===== config.mk =====
export PLATFORM = sky130hd
export DESIGN_NAME = i8088_bus_bridge
export DESIGN_NICKNAME = d
export VERILOG_FILES = /design/src/rtl/i8088_bus_bridge.sv
export SDC_FILE = /design/constraint.sdc
export NUM_CORES = 1
export LEC_CHECK = 0
export ABC_AREA = 1
export CORE_ASPECT_RATIO = 1.25
export CORE_UTILIZATION = 42
export CTS_BUF_LIST = sky130_fd_sc_hd__clkbuf_2
export CTS_CLUSTER_DIAMETER = 200
export DETAILED_ROUTE_END_ITERATION = 12
export GPL_TIMING_DRIVEN = 0
export PLACE_DENSITY_LB_ADDON = 0.08
export SLEW_MARGIN = 25
export SYNTH_ARGS = -nofsm -noshare
export SYNTH_HDL_FRONTEND = slang
export SYNTH_SLANG_ARGS = --single-unit
export TNS_END_PERCENT = 10

===== constraint.sdc =====
create_clock -name CORE_CLK -period 1.95 [get_ports CORE_CLK]
set_clock_uncertainty 0.05 [all_clocks]
set_input_delay 0.195 -clock CORE_CLK [delete_from_list [all_inputs] [get_ports CORE_CLK]]
set_output_delay 0.195 -clock CORE_CLK [all_outputs]
set_load 0.05 [all_outputs]

===== src/rtl/i8088_bus_bridge.sv =====
// Bridges the 8088 minimum-mode multiplexed bus to single-beat memory/IO requests.
// Flow: IDLE -> ADDR (address latched) -> REQ (handshake) -> WAIT (read only) -> HOLD (strobe release).
module i8088_bus_bridge #(
  parameter int unsigned SYNC_STAGES    = 2,
  parameter int unsigned TIMEOUT_CYCLES = 1024,
  parameter logic [7:0]  ERR_RDATA      = 8'hFF
) (
  input  logic        CORE_CLK,
  input  logic        RESETN,
  input  logic [7:0]  cpu_ad_in,
  input  logic [11:0] cpu_a_hi,
  input  logic        cpu_ale,
  input  logic        cpu_rd_n,
  input  logic        cpu_wr_n,
  input  logic        cpu_io_m,
  output logic [7:0]  cpu_ad_out,
  output logic        cpu_ad_oe,
  output logic        cpu_ready,
  output logic        req_valid,
  input  logic        req_ready,
  output logic        req_write,
  output logic        req_io,
  output logic [19:0] req_addr,
  output logic [7:0]  req_wdata,
  input  logic        resp_valid,
  input  logic [7:0]  resp_rdata,
  output logic        err_timeout,
  output logic        err_proto
);

  localparam logic [2:0] S_IDLE = 3'd0;
  localparam logic [2:0] S_ADDR = 3'd1;
  localparam logic [2:0] S_REQ  = 3'd2;
  localparam logic [2:0] S_WAIT = 3'd3;
  localparam logic [2:0] S_HOLD = 3'd4;

  localparam logic [15:0] TO_LAST  = 16'(TIMEOUT_CYCLES - 1);
  // Idle pin levels: ALE low, both strobes high.
  localparam logic [23:0] SYNC_RST = 24'h60_0000;

  logic [23:0]                  pin_bus;
  logic [SYNC_STAGES-1:0][23:0] sync_q;
  logic [23:0]                  sync_s;
  logic [2:0]                   prev_q;

  logic        ale_s, rd_s, wr_s, io_m_s;
  logic [11:0] a_hi_s;
  logic [7:0]  ad_s;
  logic        ale_rise, ale_fall, rd_fall, wr_fall;

  logic [2:0]  state_q, state_d;
  logic [19:0] addr_q, addr_d;
  logic        io_q, io_d;
  logic [15:0] cnt_q, cnt_d;
  logic [7:0]  ad_out_q, ad_out_d;
  logic        oe_q, oe_d;
  logic        ready_q, ready_d;
  logic        req_valid_q, req_valid_d;
  logic        req_write_q, req_write_d;
  logic        req_io_q, req_io_d;
  logic [19:0] req_addr_q, req_addr_d;
  logic [7:0]  req_wdata_q, req_wdata_d;
  logic        err_to_q, err_to_d;
  logic        err_proto_q, err_proto_d;

  assign pin_bus = {cpu_ale, cpu_rd_n, cpu_wr_n, cpu_io_m, cpu_a_hi, cpu_ad_in};
  assign sync_s  = sync_q[SYNC_STAGES-1];
  assign ale_s   = sync_s[23];
  assign rd_s    = sync_s[22];
  assign wr_s    = sync_s[21];
  assign io_m_s  = sync_s[20];
  assign a_hi_s  = sync_s[19:8];
  assign ad_s    = sync_s[7:0];

  assign ale_rise = ale_s & ~prev_q[2];
  assign ale_fall = ~ale_s & prev_q[2];
  assign rd_fall  = ~rd_s & prev_q[1];
  assign wr_fall  = ~wr_s & prev_q[0];

  always_comb begin
    state_d     = state_q;
    addr_d      = addr_q;
    io_d        = io_q;
    cnt_d       = cnt_q;
    ad_out_d    = ad_out_q;
    oe_d        = oe_q;
    ready_d     = ready_q;
    req_valid_d = req_valid_q;
    req_write_d = req_write_q;
    req_io_d    = req_io_q;
    req_addr_d  = req_addr_q;
    req_wdata_d = req_wdata_q;
    err_to_d    = 1'b0;
    err_proto_d = 1'b0;

    if (ale_rise && state_q != S_IDLE) err_proto_d = 1'b1;

    case (state_q)
      S_IDLE: begin
        if (ale_rise) ready_d = 1'b0;
        if (ale_fall) begin
          addr_d  = {a_hi_s, ad_s};
          io_d    = io_m_s;
          state_d = S_ADDR;
        end
      end
      S_ADDR: begin
        if (!rd_s && !wr_s) begin
          err_proto_d = 1'b1;
          ready_d     = 1'b1;
          state_d     = S_IDLE;
        end else if (rd_fall || wr_fall) begin
          req_valid_d = 1'b1;
          req_write_d = wr_fall;
          req_addr_d  = addr_q;
          req_io_d    = io_q;
          if (wr_fall) req_wdata_d = ad_s;
          state_d     = S_REQ;
        end
      end
      S_REQ: begin
        if (req_ready) begin
          req_valid_d = 1'b0;
          if (req_write_q) begin
            ready_d = 1'b1;
            state_d = S_HOLD;
          end else begin
            cnt_d   = 16'd0;
            state_d = S_WAIT;
          end
        end
      end
      S_WAIT: begin
        if (resp_valid) begin
          ad_out_d = resp_rdata;
          oe_d     = 1'b1;
          ready_d  = 1'b1;
          state_d  = S_HOLD;
        end else if (cnt_q == TO_LAST) begin
          ad_out_d = ERR_RDATA;
          oe_d     = 1'b1;
          ready_d  = 1'b1;
          err_to_d = 1'b1;
          state_d  = S_HOLD;
        end else begin
          cnt_d = cnt_q + 16'd1;
        end
      end
      S_HOLD: begin
        // Level test so the pad is released even if the strobe rose before HOLD.
        if (req_write_q ? wr_s : rd_s) begin
          oe_d    = 1'b0;
          state_d = S_IDLE;
        end
      end
      default: state_d = S_IDLE;
    endcase
  end

  always_ff @(posedge CORE_CLK) begin
    if (!RESETN) begin
      sync_q      <= {SYNC_STAGES{SYNC_RST}};
      prev_q      <= 3'b011;
      state_q     <= S_IDLE;
      addr_q      <= '0;
      io_q        <= 1'b0;
      cnt_q       <= '0;
      ad_out_q    <= '0;
      oe_q        <= 1'b0;
      ready_q     <= 1'b1;
      req_valid_q <= 1'b0;
      req_write_q <= 1'b0;
      req_io_q    <= 1'b0;
      req_addr_q  <= '0;
      req_wdata_q <= '0;
      err_to_q    <= 1'b0;
      err_proto_q <= 1'b0;
    end else begin
      sync_q      <= {sync_q[SYNC_STAGES-2:0], pin_bus};
      prev_q      <= {ale_s, rd_s, wr_s};
      state_q     <= state_d;
      addr_q      <= addr_d;
      io_q        <= io_d;
      cnt_q       <= cnt_d;
      ad_out_q    <= ad_out_d;
      oe_q        <= oe_d;
      ready_q     <= ready_d;
      req_valid_q <= req_valid_d;
      req_write_q <= req_write_d;
      req_io_q    <= req_io_d;
      req_addr_q  <= req_addr_d;
      req_wdata_q <= req_wdata_d;
      err_to_q    <= err_to_d;
      err_proto_q <= err_proto_d;
    end
  end

  assign cpu_ad_out  = ad_out_q;
  assign cpu_ad_oe   = oe_q;
  assign cpu_ready   = ready_q;
  assign req_valid   = req_valid_q;
  assign req_write   = req_write_q;
  assign req_io      = req_io_q;
  assign req_addr    = req_addr_q;
  assign req_wdata   = req_wdata_q;
  assign err_timeout = err_to_q;
  assign err_proto   = err_proto_q;

endmodule


======== After elaboration in Yosys (flattened, before gate mapping) ========
Index checks and enable logic that the tools add are counted.
word-level totals
  register bits after elaboration ......... 134
  output and inout port bits .............. 43
  input bits .............................. 36
operators by class
  bitwise gates (word level) .............. 11
  reductions and logical operators ........ 22
  equal/unequal tests ..................... 18
  muxes and demuxes ....................... 34
  add/subtract/negate cells ............... 1
operators with widths
  kind                                              count
  2-to-1 mux 16 bit                                 4
  one-hot mux 16 bit (2 select lines)               1
  2-to-1 mux 3 bit                                  8
  inequality test 2 bit (second input constant)     11
  adder 16 x 1 -> 16 bit (second input constant)    1
  == test 16 x 10 -> 1 bit (second input constant)  1
  2-to-1 mux 8 bit                                  2
  2-to-1 mux 1 bit                                  15
  one-hot mux 3 bit (5 select lines)                1
  AND reduction 5 bit                               2
  AND reduction 4 bit                               2
  nonzero test 2 bit                                4
  NOT 1 bit                                         7
  == test 3 x 2 -> 1 bit (second input constant)    2
  inequality test 3 bit (second input constant)     2
  AND reduction 3 bit                               2
  AND reduction 6 bit                               1
  bitwise AND 1 bit                                 4
  one-hot mux 1 bit (2 select lines)                2
  one-hot mux 1 bit (4 select lines)                1
  AND reduction 2 bit                               2
  nonzero test 4 bit                                1
  == test 3 x 1 -> 1 bit (second input constant)    1
  == test 3 bit (second input constant)             1
  other kinds (6)                                   8

======== Depth between registers and ports, before layout ========
Gate-level depths: netlist of the first run.
  depth in word-level cells ............... 6
  depth in mapped cells ................... 11

======== Worst setup path after synthesis of the first run ========
OpenSTA, ideal clock, no wires.
  kind .................................... flip-flop to flip-flop
  start ................................... reg req_write_q (netlist: req_write)
  end ..................................... reg state_q[1]
  required time ........................... 1.785 ns
  arrival ................................. 1.496 ns
  setup slack ............................. 0.288 ns
  path buffers ............................ 0
  stages on the path, launching flop included .. 10
  library setup time ...................... 0.115 ns
  cells stage by stage .................... dfxtp_1 inv_1 nand2_1 nand2_1 nand2_1 nand2_1 nor2_1 nand3_1 o21ai_0 inv_1
between the ends
  word-level cells in the longest chain between the ends .. 3
  elaborated cells on any way between the ends .. 6
  those cells by class .................... 1 x eq/ne; 4 x mux; 1 x reduce/logical
RTL lines
  what                                                                       line      text
  start: declaration                                                         59        logic req_write_q, req_write_d;
  start signal: assignment                                                   189       req_write_q <= req_write_d;
  2-to-1 mux 3 bit or 2-to-1 mux 1 bit (tied branches)                       124, 151
  2-to-1 mux 3 bit or inequality test 2 bit (tied branches)                  n/a
  one-hot mux 3 bit (5 select lines) or AND reduction 5 bit (tied branches)  n/a
  end signal: assignment                                                     181       state_q <= state_d;
  end: declaration                                                           51        logic [2:0] state_q, state_d;
Several ways; a longest one is shown, not always the timed one. The select of a mux whose other input is x is not followed.
A chain may end at the register's enable or synchronous reset.

======== Final worst setup path of the first run ========
  start ................................... reg req_wdata_q[0] (netlist: req_wdata[0])
  end ..................................... out req_wdata[0]
RTL lines
  what                      line  text
  start: declaration        62    logic [7:0] req_wdata_q, req_wdata_d;
  start signal: assignment  192   req_wdata_q <= req_wdata_d;
  end: declaration          24    output logic [7:0] req_wdata,
No word-level cell between the ends.

==> qor.csv, run 1 <==
stage,metric,value,unit
clocking,cts_buffer_depth,2,
worst_setup_path,critical_path.slowest_cell,clkdlybuf4s15_1,
timing,clock.fmax,551.3,MHz
worst_setup_path,cp_num_buf_inv,1,
job,drv_cap,0,
clocking,cts_root_buf,clkbuf_2,
grt,overflow,0,
clocking,clock_latency,660,ps
grt,antenna_found_initial,1,
logic_synthesis,ys_types,26,
floorplanning,die_area,12340,um^2
cells_and_area,mostFrequentLayoutCells,"nor2_1, dfxtp_1, nand2_1",
placed_design,post-dp-hpwl,7646,um
routing,top_layer,met4,
clocking,cts_buffers,17,
routing,drt_iter0_drc,163,
routing,viasPerCell,4.499,
logic_synthesis,yosysSeqAreaShare,53.67,%
worst_setup_path,critPathArrivalTime,1570,ps
logic_synthesis,syn_inst,674,
routing,drc,0,
logic_synthesis,synth-seq-cells,134,
routing,met1Wirelength,4787,um
worst_setup_path,crit_family,buffers and inverters,
logic_synthesis,syn_area,4999,um^2
floorplanning,pin_count,79,
floorplanning,core_area,11620,um^2
clocking,cts_tree,done,
routing,ant_nets,0,
clocking,htreeDepth,4,
worst_setup_path,worst_setup_path_end_kind,output port,
cells_and_area,nets,832,
routing,wl_met3,391,um
grt,grt_pass1_vias,4110,
floorplanning,die_height,124.0,um
worst_setup_path,critPathMaxFanout,2,
logic_synthesis,yosys_warnings,0,
min_path,hp-class,in -> reg,
cells_and_area,num-fill-cells,1177,
grt,grt_max_degree,17,
power_and_ir_drop,p_leak,3.221,nW
timing,hold_viol,0,
cells_and_area,regArea,2684,um^2
logic_synthesis,syn_avg_cell_area,7.416,um^2
placed_design,port_buffers,78,
routing,wl,10700,um
routing,detailroute.wirelength.met2,5404,um
grt,track_usage,18.90,%
worst_setup_path,slowest_delay,520,ps
floorplanning,placementRows,44,
routing,post_drt_wl_per_cell,11.05,um
timing,finalCritPeriodShare,93.01,%
timing,finalMaxSlewViolations,0,
timing,worstMarginPinSlew,533.5,ps
timing,rsz0062_at_grt,yes,
cells_and_area,final_common_cell,nor2_1,
cells_and_area,multi_input_area,1817,um^2
status,status,"complete, no violations",
power_and_ir_drop,p_per_area,910.4,nW/um^2
clocking,cts.sinks,134,
clocking,cts_setup_buffers,0,
worst_setup_path,path_class,reg -> out,
floorplanning,start_util,43.03,%
cells_and_area,final_util,55.21,%
routing,vias,4360,
worst_setup_path,path_cells,clkdlybuf4s15_1,
floorplanning,dieWidth,99.58,um
timing,finalSetupTns,0,ps
timing,finalSetupViolCount,0,
grt,grt_pass1_wl,18080,um
worst_setup_path,startpoint_type,register,
placed_design,routabilityCongestion,0.8620,
timing,slew_headroom,64.43,%
cells_and_area,drive_gt1_share,7.063,%
clocking,clk_pin_slew,190,ps
worst_setup_path,worstPathRequired,1700,ps
logic_synthesis,synthesis.nets,711,
cells_and_area,area_growth_syn_to_layout,28.31,%
power_and_ir_drop,ir_worst_vdd,0.4307,mV
timing,final.min_clock_period,1814,ps
routing,drt_pass1_iterations,4,
## through the flow
step                instances  power (mW)  setup WS (ps)  hold slack [ps]  cell area (um^2)
global route              969       6.211         -9.538            103.0              6414
global placement          913       4.396         -39.51            342.7              5981
floorplan                 674       4.007          288.4            223.3              4999
CTS                       968       5.897          25.68            75.48              6384
detailed placement        913       4.413         -65.67            348.5              5981
finish                    969       5.839          136.2            141.8              6414
## logic make-up (layout without fill, tap and decap cells)
group	Yosys count	in the layout	share of synthesized area [%]
flops	134	134	53.67
xor+xnor	4	4	0.7008
compound gates	92	92	9.437
buf+inv	132	265	10.24
fa+ha+maj	1	1	0.2503
other cells	0	1	0
simple gates	311	311	25.71
## timing repair
action	in CTS	in global routing
gates resized for setup	45	17
hold endpoints to repair	24	0
cloned	0	0
hold buffers	24	0
setup endpoints to repair	43	43
## power breakdown
part           total (mW)  internal (mW)  switching, mW
combinational        1.34          0.442          0.897
sequential           3.02           2.92         0.0925
clock                1.48          0.458           1.03
total                5.84           3.82           2.02
## per-layer routing
| layer | up-vias | GRT usage [%] |
|---|---|---|
| met4 | 0 | 6.893 |
| met2 | 78 | 33.42 |
| met1 | 1965 | 22.14 |
| met5 | - | 0 |
| li1 | 2305 | - |
| met3 | 12 | 4.826 |
## registers in the layout, indices dropped and copies added, names as in the netlist
register,count
addr_q,20
cpu_ad_out,8
req_valid,1
cpu_ready,1
err_proto,1
io_q,1
cpu_ad_oe,1
prev_q,3
sync_s,24
req_addr,20
cnt_q,16
req_io,1
req_write,1
state_q,3
sync_q,24
req_wdata,8
err_timeout,1
## final timing paths
check | startpoint | endpoint | slack [ps] | depth (start not counted)
max reg2reg | state_q[0]$_SDFFE_PN0P_ | req_wdata[6]$_SDFFE_PN0P_ | 160 | 6
min reg2reg | sync_q[7]$_SDFF_PN0_ | sync_s[7]$_SDFF_PN0_ | 370 | 2
max | req_wdata[0]$_SDFFE_PN0P_ | req_wdata[0] | 140 | 1
min | resp_valid | err_timeout$_SDFF_PP0_ | 140 | 2
## cells in the mapped netlist, drive strengths merged
cell,n,share of area [%]
buf,9,1.0
nor4,1,0.13
dfxtp,134,54
nor3b,1,0.15
xor2,4,0.70
a31oi,1,0.13
o21bai,4,0.60
clkbuf,16,1.2
inv,107,8.0
or2,4,0.50
nor2,143,11
ha,1,0.25
nand2,127,9.9
a21oi,20,2.0
nand3,22,2.3
nor3,3,0.30
o21ai,67,6.7
nand4,10,1.3
## final cells by class
class	count	area share (%)
timing repair buffer	102	15.33
multi-input combinational	408	28.33
tap	161	3.141
sequential	134	41.85
inverter	107	6.262
clock inverter	14	2.009
antenna	1	0.03902
clock buffer	17	1.327
buffer	25	1.717
(Power assumes the default switching activity.)
==> inputs of run 2 (changes only) <==
Settings changed: CORE_ASPECT_RATIO 1.25 to 1.4, REMOVE_ABC_BUFFERS from default to 1.
==> run 2 against run 1 <==
  * Fmax fell by 6.8%
  * Via count is 0.96% lower
  * Critical path depth is 7 higher
  * Core utilization is 1.2 points higher
  * Combinational power up 3%
  * First-iteration DRC count shrank 0.61%
  * Register-to-register slack lost 160 ps
  * Non-clock buffer count down 18
  * Wire length rose by 0.31%
  * Die area hardly changed
  * Critical path type is now reg -> reg
==> qor.csv, run 2 (synthesis results as in run 1) <==
stage,metric,value,unit,change
power_and_ir_drop,p_per_area,972.4,nW/um^2,+6.8%
cells_and_area,layoutNonFillerInstCount,938,,-3.2%
grt,grt_pass1_vias,3992,,-2.9%
floorplanning,core_area,11450,um^2,-1.4%
floorplanning,dieWidth,94.20,um,-5.4%
timing,hold_viol,0,,unchanged
placed_design,routabilityCongestion,0.8178,,-5.1%
routing,ant_nets,0,,unchanged
routing,drt_iter0_drc,162,,-0.61%
power_and_ir_drop,sequentialPowerShare,48.1,%,-3.6 points
worst_setup_path,cpMostUsedCell,nor2_1,,
timing,clock.fmax,513.9,MHz,-6.8%
clocking,cts.sinks,134,,unchanged
min_path,hp-class,in -> reg,,
grt,grt_pass1_wl,17810,um,-1.5%
clocking,htreeDepth,4,,unchanged
grt,track_usage,18.79,%,-0.11 points
floorplanning,die_area,12350,um^2,about the same
cells_and_area,drive_gt1_share,8.701,%,+1.6 points
status,status,"complete, no violations",,
cells_and_area,area_growth_syn_to_layout,29.31,%,
timing,finalCritPeriodShare,99.79,%,+6.8 points
worst_setup_path,critical_path.slowest_cell,clkinvlp_4,,
worst_setup_path,startpoint_type,register,,
clocking,clk_pin_slew,220,ps,+30 ps
floorplanning,start_util,43.64,%,+0.61 points
cells_and_area,final_util,56.43,%,+1.2 points
power_and_ir_drop,p_leak,3.216,nW,-0.16%
job,drv_cap,0,,unchanged
timing,final.min_clock_period,1946,ps,+132.1 ps
worst_setup_path,path_class,reg -> reg,,
floorplanning,die_height,131.1,um,+5.7%
grt,antenna_found_initial,1,,unchanged
worst_setup_path,worstPathRequired,2460,ps,+760 ps
routing,drt_pass1_iterations,5,,+1
power_and_ir_drop,clock_power_share,30.0,%,+4.6 points
grt,overflow,0,,unchanged
clocking,cts_buffer_depth,2,,unchanged
grt,grt_max_degree,55,,+38
routing,wl,10740,um,+0.31%
power_and_ir_drop,switchingPower,2.070,mW,+2.6%
timing,finalMaxSlewViolations,0,,unchanged
power_and_ir_drop,ir_worst_vdd,0.5793,mV,+35%
floorplanning,placementRows,46,,+4.5%
cells_and_area,nets,817,,-1.8%
clocking,clock_latency,660,ps,about the same
routing,vias,4318,,-0.96%
power_and_ir_drop,power,6.285,mW,+7.6%
worst_setup_path,critPathArrivalTime,2450,ps,+880 ps
worst_setup_path,worst_setup_path_end_kind,register,,
timing,rsz0062_at_grt,yes,,
timing,slew_headroom,44.44,%,-20 points
timing,finalSetupViolCount,0,,unchanged
routing,viasPerCell,4.603,,+2.3%
placed_design,port_buffers,78,,unchanged
power_and_ir_drop,power.internal,4.216,mW,+10%
clocking,cts_tree,done,,
cells_and_area,num-fill-cells,1112,,-5.5%
placed_design,dpl.cell_count,872,,-4.5%
routing,drc,0,,unchanged
clocking,cts_root_buf,clkbuf_2,,
timing,worstMarginPinSlew,832.4,ps,+298.9 ps
power_and_ir_drop,combPwrFrac,21.9,%,-1.0 points
placed_design,post-dp-hpwl,6595,um,-14%
cells_and_area,final_common_cell,nor2_1,,
worst_setup_path,slowest_delay,430,ps,-90 ps
cells_and_area,mostFrequentLayoutCells,"nor2_1, dfxtp_1, nand2_1",,
floorplanning,pin_count,79,,unchanged
worst_setup_path,path_cells,inv_1 > nand2_1 > inv_1 > nor2_1 > nand2_2 > clkinvlp_4 > nor2_1 > nor2_1,,
clocking,cts_buffers,17,,unchanged
worst_setup_path,critPathMaxFanout,25,,+23
routing,post_drt_wl_per_cell,11.45,um,+3.6%
power_and_ir_drop,switching_share,32.93,%,-1.6 points
## run 2: changes by cell type in the layout (fill, tap and decap cells not counted), sizes merged, moves of 2 or more
cell	change
clkinv	+3
inv	-3
dlygate4sd2	-9
clkbuf	-11
buf	-2
bufinv	+3
clkdlybuf4s15	+5
## run 2: layer usage
metal,global-route usage [%],part of all wire [%]
met2,33.63,52
met5,0,0
met4,7.240,0.90
met1,20.58,43
met3,5.825,4.6
## run 2: final timing paths
| kind | start | end | slack (ps) | depth (start not counted) |
|---|---|---|---|---|
| hold / removal | resp_rdata[4] | cpu_ad_out[4]$_SDFFE_PN0P_ | 120 | 5 |
| setup reg to reg | sync_s[21]$_SDFF_PN1_ | req_addr[3]$_SDFFE_PN0P_ | 4 | 8 |
| setup / recovery | sync_s[21]$_SDFF_PN1_ | req_addr[3]$_SDFFE_PN0P_ | 4 | 8 |
| hold reg to reg | sync_q[11]$_SDFF_PN0_ | sync_s[11]$_SDFF_PN0_ | 360 | 2 |
## run 2: cell type report
cell class	count	area (um^2)	share of cell area (%)
sequential	134	2684	41.52
multi-input combinational	409	1849	28.61
timing repair buffer	109	1036	16.03
inverter	107	409.1	6.330
clock inverter	15	202.7	3.136
tap	144	180.2	2.787
clock buffer	17	85.08	1.316
timing repair inverter	2	15.01	0.2323
antenna	1	2.502	0.03871
## run 2: power by group through the flow
stage	Sequential, mW	Combinational, mW	Clock [mW]
after floorplan	3.33	0.636	0
after global placement	3.07	1.30	0
after detailed placement	3.08	1.31	0
after CTS	3.02	1.36	1.96
after global routing	3.05	1.53	2.07
final	3.02	1.38	1.89
## run 2: what timing repair did
action                                  in CTS  in global routing
gates resized for setup                     53                 30
cloned                                       3                  0
hold buffers                                24                  1
endpoints found under the setup margin      99                 77
buffers inserted                             4                  1
pin swaps                                    1                  3
endpoints found under the hold margin       63                  1
## run 2: stage by stage
step | setup slack [ps] | setup TNS, ps | hold slack (ps) | cell area (um^2)
finish | 4.157 | 0 | 119.4 | 6464
global route | -171.4 | -2418 | 34.47 | 6464
CTS | -32.12 | -141.7 | 0.4556 | 6425
detailed placement | -664.9 | -23050 | 350.2 | 5869
global placement | -3025 | -227390 | 341.8 | 5849
floorplan | -79.91 | -1678 | 214.0 | 4888
## run 2: worst max-delay path: cells and delay by family, from the launching register on
| kind | cells | cell delay (ps) |
|---|---|---|
| buffers and inverters | 3 | 630 |
| flip-flops | 1 | 350 |
| AND/OR/NAND/NOR | 5 | 790 |
